### src/rtl/avalon_master_pkg.sv
// Shared types and constants for the FFT result write-back master.
package avalon_master_pkg;

  typedef enum logic [1:0] {
    IDLE  = 2'd0,
    RUN   = 2'd1,
    DRAIN = 2'd2,
    DONE  = 2'd3
  } state_e;

  localparam logic [1:0] AV_RESP_OKAY = 2'b00;

  // Bit width needed to hold values 0..n-1, never less than one bit.
  function automatic int width_for(input int n);
    return (n < 2) ? 1 : $clog2(n);
  endfunction

endpackage

### src/rtl/avalon_result_master_if.sv
// Avalon-MM write-master bus with write-response channel.
interface avalon_result_master_if #(
  parameter int AV_AW  = 16,
  parameter int DATA_W = 16
);
  logic              master_write;
  logic [AV_AW-1:0]  master_address;
  logic [DATA_W-1:0] master_write_data;
  logic              master_waitrequest;
  logic              master_writeresponsevalid;
  logic [1:0]        master_response;

  modport master (
    output master_write, master_address, master_write_data,
    input  master_waitrequest, master_writeresponsevalid, master_response
  );

  modport slave (
    input  master_write, master_address, master_write_data,
    output master_waitrequest, master_writeresponsevalid, master_response
  );
endinterface

### src/rtl/result_prefetch_fifo.sv
// Two-entry prefetch FIFO between the local sample buffer and the Avalon write port.
module result_prefetch_fifo #(
  parameter int DATA_W = 16
) (
  input  logic              clk,
  input  logic              n_rst,
  input  logic              push,
  input  logic              pop,
  input  logic [DATA_W-1:0] din,
  output logic [DATA_W-1:0] dout,
  output logic [1:0]        count,
  output logic              full,
  output logic              empty
);

  logic [DATA_W-1:0] mem_q [2];
  logic [DATA_W-1:0] mem_d [2];
  logic              wr_ptr_q, wr_ptr_d;
  logic              rd_ptr_q, rd_ptr_d;
  logic [1:0]        count_q, count_d;
  logic              do_push, do_pop;

  assign do_pop  = pop && (count_q != 2'd0);
  assign do_push = push && ((count_q != 2'd2) || do_pop);

  always_comb begin
    // NOTE: every always_comb output gets a default first so no path leaves it unassigned (no latch).
    mem_d    = mem_q;
    wr_ptr_d = wr_ptr_q;
    rd_ptr_d = rd_ptr_q;
    count_d  = count_q;
    if (do_push) begin
      mem_d[wr_ptr_q] = din;
      wr_ptr_d        = ~wr_ptr_q;
    end
    if (do_pop) rd_ptr_d = ~rd_ptr_q;
    case ({do_push, do_pop})
      2'b10:   count_d = count_q + 2'd1;
      2'b01:   count_d = count_q - 2'd1;
      default: count_d = count_q;
    endcase
  end

  always_ff @(posedge clk or negedge n_rst) begin
    if (!n_rst) begin
      // NOTE: storage is reset too, because the head drives the bus data and must read 0 out of reset.
      mem_q    <= '{default: '0};
      wr_ptr_q <= 1'b0;
      rd_ptr_q <= 1'b0;
      count_q  <= 2'd0;
    end else begin
      // NOTE: state registers use non-blocking assignment so all flops update from pre-edge values.
      mem_q    <= mem_d;
      wr_ptr_q <= wr_ptr_d;
      rd_ptr_q <= rd_ptr_d;
      count_q  <= count_d;
    end
  end

  assign dout  = mem_q[rd_ptr_q];
  assign count = count_q;
  assign full  = (count_q == 2'd2);
  assign empty = (count_q == 2'd0);

endmodule

### src/rtl/avalon_result_master.sv
// Streams FFT results from the local buffer into Avalon-MM writes, tracking responses.
module avalon_result_master
  import avalon_master_pkg::*;
#(
  parameter int DATA_W    = 16,
  parameter int LOCAL_AW  = 9,
  parameter int N_POINTS  = 512,
  parameter int AV_AW     = 16,
  parameter int BYTE_ADDR = 1,
  parameter int MAX_PEND  = 4
) (
  input  logic                           clk,
  input  logic                           n_rst,
  input  logic                           fft_done,
  input  logic [AV_AW-1:0]               dest_base,
  input  logic [$clog2(N_POINTS+1)-1:0]  xfer_len,
  output logic                           sReEn,
  output logic [LOCAL_AW-1:0]            sampled_address,
  input  logic [DATA_W-1:0]              sampled_data,
  avalon_result_master_if.master         av,
  output logic                           busy,
  output logic                           xfer_done,
  output logic                           err,
  output logic [LOCAL_AW-1:0]            err_index
);

  localparam int LEN_W  = width_for(N_POINTS + 1);
  localparam int PEND_W = width_for(MAX_PEND + 1);
  localparam logic [AV_AW-1:0]  STRIDE   = (BYTE_ADDR != 0) ? AV_AW'(DATA_W / 8) : AV_AW'(1);
  localparam logic [LEN_W-1:0]  LEN_MAX  = LEN_W'(N_POINTS);
  localparam logic [PEND_W-1:0] PEND_MAX = PEND_W'(MAX_PEND);

  state_e              state_q, state_d;
  logic [AV_AW-1:0]    addr_q, addr_d;
  logic [LEN_W-1:0]    len_q, len_d;
  logic [LEN_W-1:0]    rd_idx_q, rd_idx_d;
  logic [LEN_W-1:0]    wr_idx_q, wr_idx_d;
  logic [LEN_W-1:0]    rsp_idx_q, rsp_idx_d;
  logic [PEND_W-1:0]   pend_q, pend_d;
  logic                rd_inflight_q, rd_inflight_d;
  logic                err_q, err_d;
  logic [LOCAL_AW-1:0] err_index_q, err_index_d;

  logic              wr_req, accept, rsp_fire, rd_en;
  logic [1:0]        fifo_count;
  logic              fifo_full, fifo_empty;
  logic [DATA_W-1:0] fifo_head;
  logic [2:0]        occ;

  result_prefetch_fifo #(.DATA_W(DATA_W)) u_fifo (
    .clk   (clk),
    .n_rst (n_rst),
    .push  (rd_inflight_q),
    .pop   (accept),
    .din   (sampled_data),
    .dout  (fifo_head),
    .count (fifo_count),
    .full  (fifo_full),
    .empty (fifo_empty)
  );

  assign wr_req   = (state_q == RUN) && !fifo_empty && (pend_q < PEND_MAX);
  assign accept   = wr_req && !av.master_waitrequest;
  assign rsp_fire = av.master_writeresponsevalid && (pend_q != '0);

  // Occupancy after this edge counts the word still in flight and the word leaving now,
  // so a read may issue in the same cycle as a pop and sustain one word per cycle.
  assign occ   = {1'b0, fifo_count} + {2'b00, rd_inflight_q} - {2'b00, accept};
  assign rd_en = (state_q == RUN) && (rd_idx_q < len_q)
                 && !(fifo_full && !accept) && (occ < 3'd2);

  always_comb begin
    state_d       = state_q;
    addr_d        = addr_q;
    len_d         = len_q;
    rd_idx_d      = rd_idx_q;
    wr_idx_d      = wr_idx_q;
    rsp_idx_d     = rsp_idx_q;
    pend_d        = pend_q;
    rd_inflight_d = rd_en;
    err_d         = err_q;
    err_index_d   = err_index_q;

    if (accept && !rsp_fire)      pend_d = pend_q + 1'b1;
    else if (!accept && rsp_fire) pend_d = pend_q - 1'b1;

    if (rsp_fire) begin
      rsp_idx_d = rsp_idx_q + 1'b1;
      if ((av.master_response != AV_RESP_OKAY) && !err_q) begin
        err_d       = 1'b1;
        err_index_d = LOCAL_AW'(rsp_idx_q);
      end
    end

    case (state_q)
      IDLE: begin
        if (fft_done) begin
          addr_d        = dest_base;
          len_d         = (xfer_len > LEN_MAX) ? LEN_MAX : xfer_len;
          rd_idx_d      = '0;
          wr_idx_d      = '0;
          rsp_idx_d     = '0;
          pend_d        = '0;
          rd_inflight_d = 1'b0;
          err_d         = 1'b0;
          err_index_d   = '0;
          state_d       = (len_d == '0) ? DONE : RUN;
        end
      end
      RUN: begin
        if (rd_en) rd_idx_d = rd_idx_q + 1'b1;
        if (accept) begin
          addr_d   = addr_q + STRIDE;
          wr_idx_d = wr_idx_q + 1'b1;
          if (wr_idx_q == len_q - 1'b1) state_d = (pend_d == '0) ? DONE : DRAIN;
        end
      end
      DRAIN: begin
        if (pend_d == '0) state_d = DONE;
      end
      default: state_d = IDLE;
    endcase
  end

  always_ff @(posedge clk or negedge n_rst) begin
    if (!n_rst) begin
      state_q       <= IDLE;
      addr_q        <= '0;
      len_q         <= '0;
      rd_idx_q      <= '0;
      wr_idx_q      <= '0;
      rsp_idx_q     <= '0;
      pend_q        <= '0;
      rd_inflight_q <= 1'b0;
      err_q         <= 1'b0;
      err_index_q   <= '0;
    end else begin
      state_q       <= state_d;
      addr_q        <= addr_d;
      len_q         <= len_d;
      rd_idx_q      <= rd_idx_d;
      wr_idx_q      <= wr_idx_d;
      rsp_idx_q     <= rsp_idx_d;
      pend_q        <= pend_d;
      rd_inflight_q <= rd_inflight_d;
      err_q         <= err_d;
      err_index_q   <= err_index_d;
    end
  end

  assign sReEn                = rd_en;
  assign sampled_address      = LOCAL_AW'(rd_idx_q);
  assign av.master_write      = wr_req;
  assign av.master_address    = addr_q;
  assign av.master_write_data = fifo_head;
  assign busy                 = (state_q == RUN) || (state_q == DRAIN);
  assign xfer_done            = (state_q == DONE);
  assign err                  = err_q;
  assign err_index            = err_index_q;

endmodule
### src/flat_wrapper.sv
// flat-port wrapper written by rule: the top's interface ports become plain ports
module avalon_result_master_flat import avalon_master_pkg::*;
#(
  parameter int DATA_W    = 16,
  parameter int LOCAL_AW  = 9,
  parameter int N_POINTS  = 512,
  parameter int AV_AW     = 16,
  parameter int BYTE_ADDR = 1,
  parameter int MAX_PEND  = 4
)
  (clk, n_rst, fft_done, dest_base, xfer_len, sReEn, sampled_address, sampled_data, busy, xfer_done, err, err_index, av_master_write, av_master_address, av_master_write_data, av_master_waitrequest, av_master_writeresponsevalid, av_master_response);
  avalon_result_master_if #(.AV_AW(AV_AW), .DATA_W(DATA_W)) av_i ();
  input  logic clk;
  input  logic n_rst;
  input  logic fft_done;
  input  logic [AV_AW-1:0] dest_base;
  input  logic [$clog2(N_POINTS+1)-1:0] xfer_len;
  output logic sReEn;
  output logic [LOCAL_AW-1:0] sampled_address;
  input  logic [DATA_W-1:0] sampled_data;
  output logic busy;
  output logic xfer_done;
  output logic err;
  output logic [LOCAL_AW-1:0] err_index;
  output wire logic [$bits(av_i.master_write)-1:0] av_master_write;
  output wire logic [$bits(av_i.master_address)-1:0] av_master_address;
  output wire logic [$bits(av_i.master_write_data)-1:0] av_master_write_data;
  input wire logic [$bits(av_i.master_waitrequest)-1:0] av_master_waitrequest;
  input wire logic [$bits(av_i.master_writeresponsevalid)-1:0] av_master_writeresponsevalid;
  input wire logic [$bits(av_i.master_response)-1:0] av_master_response;
  assign av_master_write = av_i.master_write;
  assign av_master_address = av_i.master_address;
  assign av_master_write_data = av_i.master_write_data;
  assign av_i.master_waitrequest = av_master_waitrequest;
  assign av_i.master_writeresponsevalid = av_master_writeresponsevalid;
  assign av_i.master_response = av_master_response;
  avalon_result_master #(.DATA_W(DATA_W), .LOCAL_AW(LOCAL_AW), .N_POINTS(N_POINTS), .AV_AW(AV_AW), .BYTE_ADDR(BYTE_ADDR), .MAX_PEND(MAX_PEND)) u_core (.clk(clk), .n_rst(n_rst), .fft_done(fft_done), .dest_base(dest_base), .xfer_len(xfer_len), .sReEn(sReEn), .sampled_address(sampled_address), .sampled_data(sampled_data), .av(av_i), .busy(busy), .xfer_done(xfer_done), .err(err), .err_index(err_index));
endmodule
### config.mk
export PLATFORM = sky130hd
export DESIGN_NAME = avalon_result_master_flat
export DESIGN_NICKNAME = d
export VERILOG_FILES = /design/src/rtl/avalon_master_pkg.sv /design/src/rtl/avalon_result_master_if.sv /design/src/rtl/result_prefetch_fifo.sv /design/src/rtl/avalon_result_master.sv /design/src/flat_wrapper.sv
export SDC_FILE = /design/constraint.sdc
export NUM_CORES = 1
export LEC_CHECK = 0
export BUFFER_PORTS_ARGS = -buffer_cell sky130_fd_sc_hd__buf_2
export CORE_UTILIZATION = 45
export CTS_CLUSTER_DIAMETER = 30
export DETAILED_ROUTE_END_ITERATION = 8
export GPL_TIMING_DRIVEN = 0
export PLACE_DENSITY_LB_ADDON = 0.05
export RECOVER_POWER = 25
export SKIP_CTS_REPAIR_TIMING = 1
export SLEW_MARGIN = 15
export SYNTH_ARGS = -nofsm -noshare
export SYNTH_HDL_FRONTEND = slang
export SYNTH_SLANG_ARGS = --single-unit
### constraint.sdc
create_clock -name clk -period 4.3 [get_ports clk]
set_input_delay 0.43 -clock clk [delete_from_list [all_inputs] [get_ports clk]]
set_output_delay 0.43 -clock clk [all_outputs]
set_load 0.02 [all_outputs]
==> results.md, run 1 <==
- Max_cap viols: 2
- Synth-to-Final Area Change: 18.0%
- WP depth: 16
- Critical Path Source Type: flop
- Yosys synthesis warning count: 0
- Final Wtd Congestion: 0.816
- Reg2reg path depth: 16
- Most common cell after layout, fill and taps aside: dfrtp_1
- Crit. Startpoint: u_core.state_q[1]
- Rows: a little over 40
- Global-route wire length before repair: approximately 22 mm
- Status: complete, but fails checks
- DIE HEIGHT: 117 um
- # DRC: 0
- CTS tree: built
- Overflow after GRT: 0
- CTS root buffer: clkbuf_16
- Average instance area after synthesis: 10.1 um^2
- CP cell instances: inv_1 > ha_2 > nor3b_2 > nand2_2 > inv_1 > ha_1 > nand2b_1 > fa_1 > xor2_1 > a2111oi_2 > nand3_2 > nand2_1 > o211ai_1 > buf_2 > or4_1 > a21oi_1
- Worst endpoint required time: between 4000 and 5000 ps
- Cell count after synthesis: roughly 590
- Final Slew Violations: 110
- Final #Nets: approximately 780
- Max Freq: approximately 0.25 GHz
- Share of cells above drive strength 1: 0.278
- # clock sinks: 107
- Slew Limit Headroom: -0.507
- Via density: 5.39
- DRT antenna net count: 0
- Number of global-route vias before repair: 4478
- Hpwl dp: 10.3 mm
- Yosys reg bits: 107
- Actual slew at the worst max-slew pin: 2260 ps
- Hold Crit Depth: 2
- Layout Skew: 6.42 ps
- DR iter-0 viols: 241
- Pre-antenna DRT Iters: 5
- Leakage Power: ~3.3 nW
- CTS H-tree depth: 3
- Crit end category: flop
- # placed instances: 864
- Syn Std Cell Area: between 5000 and 6000 um^2
- Critical-path maximum fanout: 10
- CORE AREA: 12800 um^2
- Crit Path Class: flop to flop
- Maximum buffer depth of the clock tree: 2
- Critical path's top delay family: simple AND/OR/NAND/NOR gates
- Pwr dens: 716 nW/um^2
- N_diodes: 0
- # fillers: 1166
- Later-pin clock latency in the skew report: between 300 and 400 ps
- Slowest stage delay, CP: 510 ps
- Arrival time worst endpoint: 4260 ps
- WL final: about 14 mm
- Mapped Nets: 661
- Slowest cell on the critical path: or4_1
- Post-synth EDFFs: 0
- Ys async rst share: 1.00
- Buffer and inverter count on the worst path: 3
- Final Non-Filler Cells: roughly 900
- Final min period: 3990 ps
- Initial Util: 0.466
- IO Pins: 104
- Antenna violations before repair: 0
- Clk pin slew, worst setup/hold paths: 70 ps
- Die ar.: 13700 um^2
- Crit path top cell by count: inv_1
- Final hold vios: 0
- Violated checks: capacitance limit, slew limit
- Tcrit/Tclk final: 0.927
- Most frequent cells in the layout: dfrtp_1 (107), buf_2 (106), nand2_1 (49)
- Hold_sp: dest_base[5]
- Num CTS Buffers: 9
- Finished Core Util: 0.550
- Min-delay worst type: primary input to flop
- Wire per inst: 15.5 um
- Sequential element share of the synthesized area: 0.450
- Reg-to-Reg Start: u_core.state_q[1]
- Prevailing post-synth register cell: dfrtp_1
- I/O Buffers: 103
- GRT Overall Usage: 0.211
- Library cells used by synthesis: 62
- Via count: 4741
- Max VDD drop: 0.323 mV
- Largest net degree at the start of global routing: 67
- Setup Viol. Count Final: 0
- Die width: 117 um
-- per-stage QoR --
stage | power (mW) | instance area (um^2) | TNS (ps) | setup WS [ps] | hold WS [ps]
floorplan | 3.44 | 5950 | 0 | 670 | 134
global placement | 4.07 | 6680 | 0 | 213 | 480
detailed placement | 4.15 | 6720 | 0 | 157 | 377
CTS | 5.07 | 7040 | 0 | 112 | -8.64
global route | 5.41 | 7020 | -10.4 | -5.82 | 303
finish | 5.03 | 7020 | 0 | 313 | 299
-- power by group --
group	internal, mW	total (mW)	switching (mW)	leakage, nW
Sequential	1.36	1.68	0.321	1.38
Combinational	1.01	2.44	1.42	1.78
Clock	0.519	0.911	0.393	0.158
-- cell families (layout without fill, tap and decap cells) --
group | count (synthesis) | after routing | synth area share
buffers and inverters | 62 | 182 | 0.0481
adder cells (fa/ha/maj) | 24 | 24 | 0.0517
flip-flops | 107 | 107 | 0.450
AO/OA/AOI/OAI | 116 | 116 | 0.127
AND/OR/NAND/NOR | 186 | 186 | 0.163
multiplexers | 64 | 64 | 0.118
XOR/XNOR | 29 | 29 | 0.0427
-- final timing paths --
path | to | slack, ps
min reg2reg | u_core.u_fifo.wr_ptr_q | 500
min | u_core.av.master_address[5] | 300
min in group asynchronous | u_core.av.master_address[12] | 740
max reg2reg | u_core.rd_idx_q[9] | 310
max | u_core.rd_idx_q[9] | 310
max in group asynchronous | u_core.u_fifo.mem_q[10] | 930
-- synth_stat cells, types with 7 or more instances --
library cell  instances  area (um^2)
a21oi_1              29          145
a31oi_1              10         62.6
and3_1                9         56.3
buf_4                 9         67.6
clkbuf_1             16         60.1
dfrtp_1             107         2680
ha_1                 23          288
inv_1                30          113
mux2_2               48          541
mux2i_1              14          140
nand2_1              50          188
nand2b_1              7         43.8
nand3_1              18         90.1
nand3b_1              9         67.6
nand4_1               8         50.1
nor2_1               40          150
nor3_1                7         35.0
o21ai_0              35          175
or3_1                11         68.8
xnor2_1              13          114
xor2_1               16          140
-- final cells by class --
| type | count | area (um^2) | share of cell area |
|---|---|---|---|
| Timing Repair Buffer | 104 | 519 | 0.0740 |
| Clock inverter | 6 | 95.1 | 0.0135 |
| Inverter | 30 | 113 | 0.0160 |
| Tap cell | 172 | 215 | 0.0307 |
| Sequential cell | 107 | 2680 | 0.381 |
| Multi-Input combinational cell | 419 | 3000 | 0.427 |
| Clock buffer | 10 | 229 | 0.0326 |
| Buffer | 32 | 174 | 0.0248 |
-- metal layers --
layer / up-vias / track usage / share of wire
met3: 17 / 0.0360 / 0.036
met2: 89 / 0.346 / 0.49
met5: - / 0 / 0
li1: 2331 / - / -
met1: 2304 / 0.276 / 0.45
met4: 0 / 0.0903 / 0.022
-- registers in the layout, indices dropped and copies added, names as in the netlist, 2 cells and up --
register,count
u_core.rsp_idx_q,9
u_core.len_q,10
u_core.u_fifo.count,2
u_core.err_index,9
u_core.av.master_address,16
u_core.pend_q,3
u_core.state_q,2
u_core.u_fifo.mem_q,32
u_core.wr_idx_q,10
u_core.rd_idx_q,10
(Power assumes the default switching activity.)
==> run 2: changes to the inputs <==
--- a/config.mk
+++ b/config.mk
@@ -7,6 +7,7 @@
 export LEC_CHECK = 0
 export BUFFER_PORTS_ARGS = -buffer_cell sky130_fd_sc_hd__buf_2
 export CORE_UTILIZATION = 45
+export CTS_BUF_LIST = sky130_fd_sc_hd__clkbuf_4 sky130_fd_sc_hd__clkbuf_8
 export CTS_CLUSTER_DIAMETER = 30
 export DETAILED_ROUTE_END_ITERATION = 8
 export GPL_TIMING_DRIVEN = 0
==> constraint.sdc (replaced) <==
create_clock -name clk -period 3.4 [get_ports clk]
set_input_delay 0.34 -clock clk [delete_from_list [all_inputs] [get_ports clk]]
set_output_delay 0.34 -clock clk [all_outputs]
set_load 0.02 [all_outputs]
==> results.md, run 2 (synthesis gave the netlist of run 1 again) <==
- Status: complete, but fails checks
- Violated checks: capacitance limit, slew limit, setup timing
- Dpl cell area: 6740 um^2 (+0.39%)
- Max VDD drop: 0.489 mV (+52%)
- Critical-path maximum fanout: 5 (-5)
- Final hold vios: 0 (unchanged)
- Hold slack: 178 ps (-121 ps)
- Num CTS Buffers: 9 (unchanged)
- IO Pins: 104 (unchanged)
- Area of the multi-input gates: 3090 um^2 (+3.0%)
- Largest register by flop count: u_core.u_fifo.mem_q
- Pre-antenna DRT Iters: 7 (+2)
- CTS root buffer: clkbuf_8
- Layout Skew: 7.88 ps (+1.46 ps)
- Final Slew Violations: 36 (-67%)
- Clk pin slew, worst setup/hold paths: 100 ps (+30 ps)
- Final instance area: 7080 um^2 (+0.91%)
- Largest net degree at the start of global routing: 73 (+9.0%)
- Total power: 6.13 mW (+22%)
- CTS H-tree depth: 3 (unchanged)
- Crit Path Class: flop to flop
- Slew Limit Headroom: -0.442 (+0.0657)
- Switching power: 2.73 mW (+28%)
- Setup ws final: -37.8 ps (-351 ps)
- Switch share: 0.445 (+0.0200)
- Most common cell after layout, fill and taps aside: dfrtp_1
- Min-delay worst type: primary input to flop
- Sequential power share: 0.351 (+0.017)
- Final Wtd Congestion: 0.791 (-3.0%)
- # clock sinks: 107 (unchanged)
- I/O Buffers: 103 (unchanged)
- Number of global-route vias before repair: 4563 (+1.9%)
- Later-pin clock latency in the skew report: 390 ps (+30 ps)
- Die ar.: 13700 um^2 (unchanged)
- Initial Util: 0.466 (unchanged)
- DIE HEIGHT: 117 um (unchanged)
- Pwr dens: 866 nW/um^2 (+21%)
- Leakage Power: 3.34 nW (+0.56%)
- Wire per inst: 15.4 um (-0.71%)
- Actual slew at the worst max-slew pin: 2160 ps (-98.6 ps)
- Setup Viol. Count Final: 2 (+2)
- Max reg flops: 32 (unchanged)
- CTS tree: built
- Reg area: 2680 um^2 (unchanged)
- DR iter-0 viols: 177 (-27%)
- Hpwl dp: 10.1 mm (-1.5%)
- Die width: 117 um (unchanged)
- Worst endpoint required time: 3680 ps (-890 ps)
- Via count: 4809 (+1.4%)
- Antenna violations before repair: 0 (unchanged)
- # fillers: 1177 (+0.94%)
- Max Freq: 0.291 GHz (+16%)
- Share of cells above drive strength 1: 0.310 (+0.0319)
- Most frequent cells in the layout: dfrtp_1 (107), buf_2 (106), nand2_1 (48), mux2_2 (48), nor2_1 (39)
- # DRC: 0 (unchanged)
- Rows: 41 (unchanged)
- Critical Path Source Type: flop
- DRT antenna net count: 0 (unchanged)
- Logic pwr share: 0.529 (+0.044)
- Arrival time worst endpoint: 3720 ps (-540 ps)
- N_diodes: 0 (unchanged)
- Final #Nets: 787 (+1.4%)
- Via density: 5.40 (+0.18%)
- Overflow after GRT: 0 (unchanged)
- Global-route wire length before repair: 22.0 mm (about the same)
- Clock power share: 0.120 (-0.061)
- Synth-to-Final Area Change: 19.0%
- Internal power: 3.40 mW (+18%)
- CORE AREA: 12800 um^2 (unchanged)
- GRT Overall Usage: 0.211 (+0.000223)
- WL final: 13.7 mm (+0.53%)
- Maximum buffer depth of the clock tree: 2 (unchanged)
- Max_cap viols: 1 (-1)
- Tcrit/Tclk final: 1.01 (+0.0840)
- RSZ-0062 raised after global routing: yes
- Crit end category: flop
- Final min period: 3440 ps (-549 ps)
-- run 2: changes by cell type in the layout (fill, tap and decap cells not counted), moves of 3 or more --
| cell | change |
|---|---|
| a21oi_2 | +3 |
| buf_4 | +11 |
| clkbuf_8 | +9 |
| clkbuf_16 | -9 |
| a21oi_1 | -3 |
| o21ai_0 | -3 |
| clkbuf_1 | -3 |
-- run 2: worst paths after layout --
path | start | to | slack (ps) | cells after the start
min in group asynchronous | n_rst | u_core.av.master_address[13] | 1110 | 2
max in group asynchronous | n_rst | u_core.u_fifo.mem_q[1] | 1040 | 2
worst min register to register | u_core.u_fifo.wr_ptr_q | u_core.u_fifo.wr_ptr_q | 510 | 2
worst max register to register | u_core.state_q[1] | u_core.rd_idx_q[5] | -40 | 17
worst max-delay path | u_core.state_q[1] | u_core.rd_idx_q[5] | -40 | 17
worst min-delay path | dest_base[4] | u_core.av.master_address[4] | 180 | 2
-- run 2: cell type report --
cell class | count | share of cell area
buffer | 31 | 0.0245
clock buffer | 11 | 0.0196
clock inverter | 5 | 0.00548
inverter | 30 | 0.0162
multi-input combinational | 419 | 0.436
sequential | 107 | 0.378
tap | 172 | 0.0304
timing repair buffer | 116 | 0.0901
-- run 2: power by group through the flow --
stage          combinational [mW]  clock [mW]  sequential [mW]
2_1_floorplan                2.18           0             2.20
3_3_place_gp                 3.05           0             2.13
3_5_place_dp                 3.11           0             2.16
4_1_cts                      3.12       0.771             2.14
5_1_grt                      3.60       0.827             2.22
6_report                     3.24       0.737             2.15
-- run 2: routing by layer --
metal / vias up / wire length [um] / track usage
li1: 2345 / - / -
met1: 2346 / 6090 / 0.272
met2: 103 / 6800 / 0.348
met3: 15 / 594 / 0.0463
met4: 0 / 255 / 0.0810
met5: - / 0 / 0
-- run 2: critical path, stage by stage (launching register included) --
cell	delay (ps)
dfrtp_1	410
inv_2	100
ha_4	160
nor3b_4	250
nand2_4	90
inv_4	70
ha_4	180
nand2b_4	130
fa_2	370
xor2_2	160
a2111oi_4	300
nand3_2	150
nand2_1	90
o211ai_1	140
buf_4	200
buf_6	110
o31a_1	260
o21a_1	160
-- run 2: metrics by stage --
| step | instances | util | TNS [ps] | worst slack, ps |
|---|---|---|---|---|
| 6_report | 891 | 0.555 | -38.3 | -37.8 |
| 5_1_grt | 891 | 0.555 | -1360 | -189 |
| 3_3_place_gp | 863 | 0.525 | -1600 | -279 |
| 2_1_floorplan | 588 | - | 0 | 32.4 |
| 3_5_place_dp | 864 | 0.528 | -2250 | -357 |
| 4_1_cts | 880 | 0.542 | -2950 | -387 |
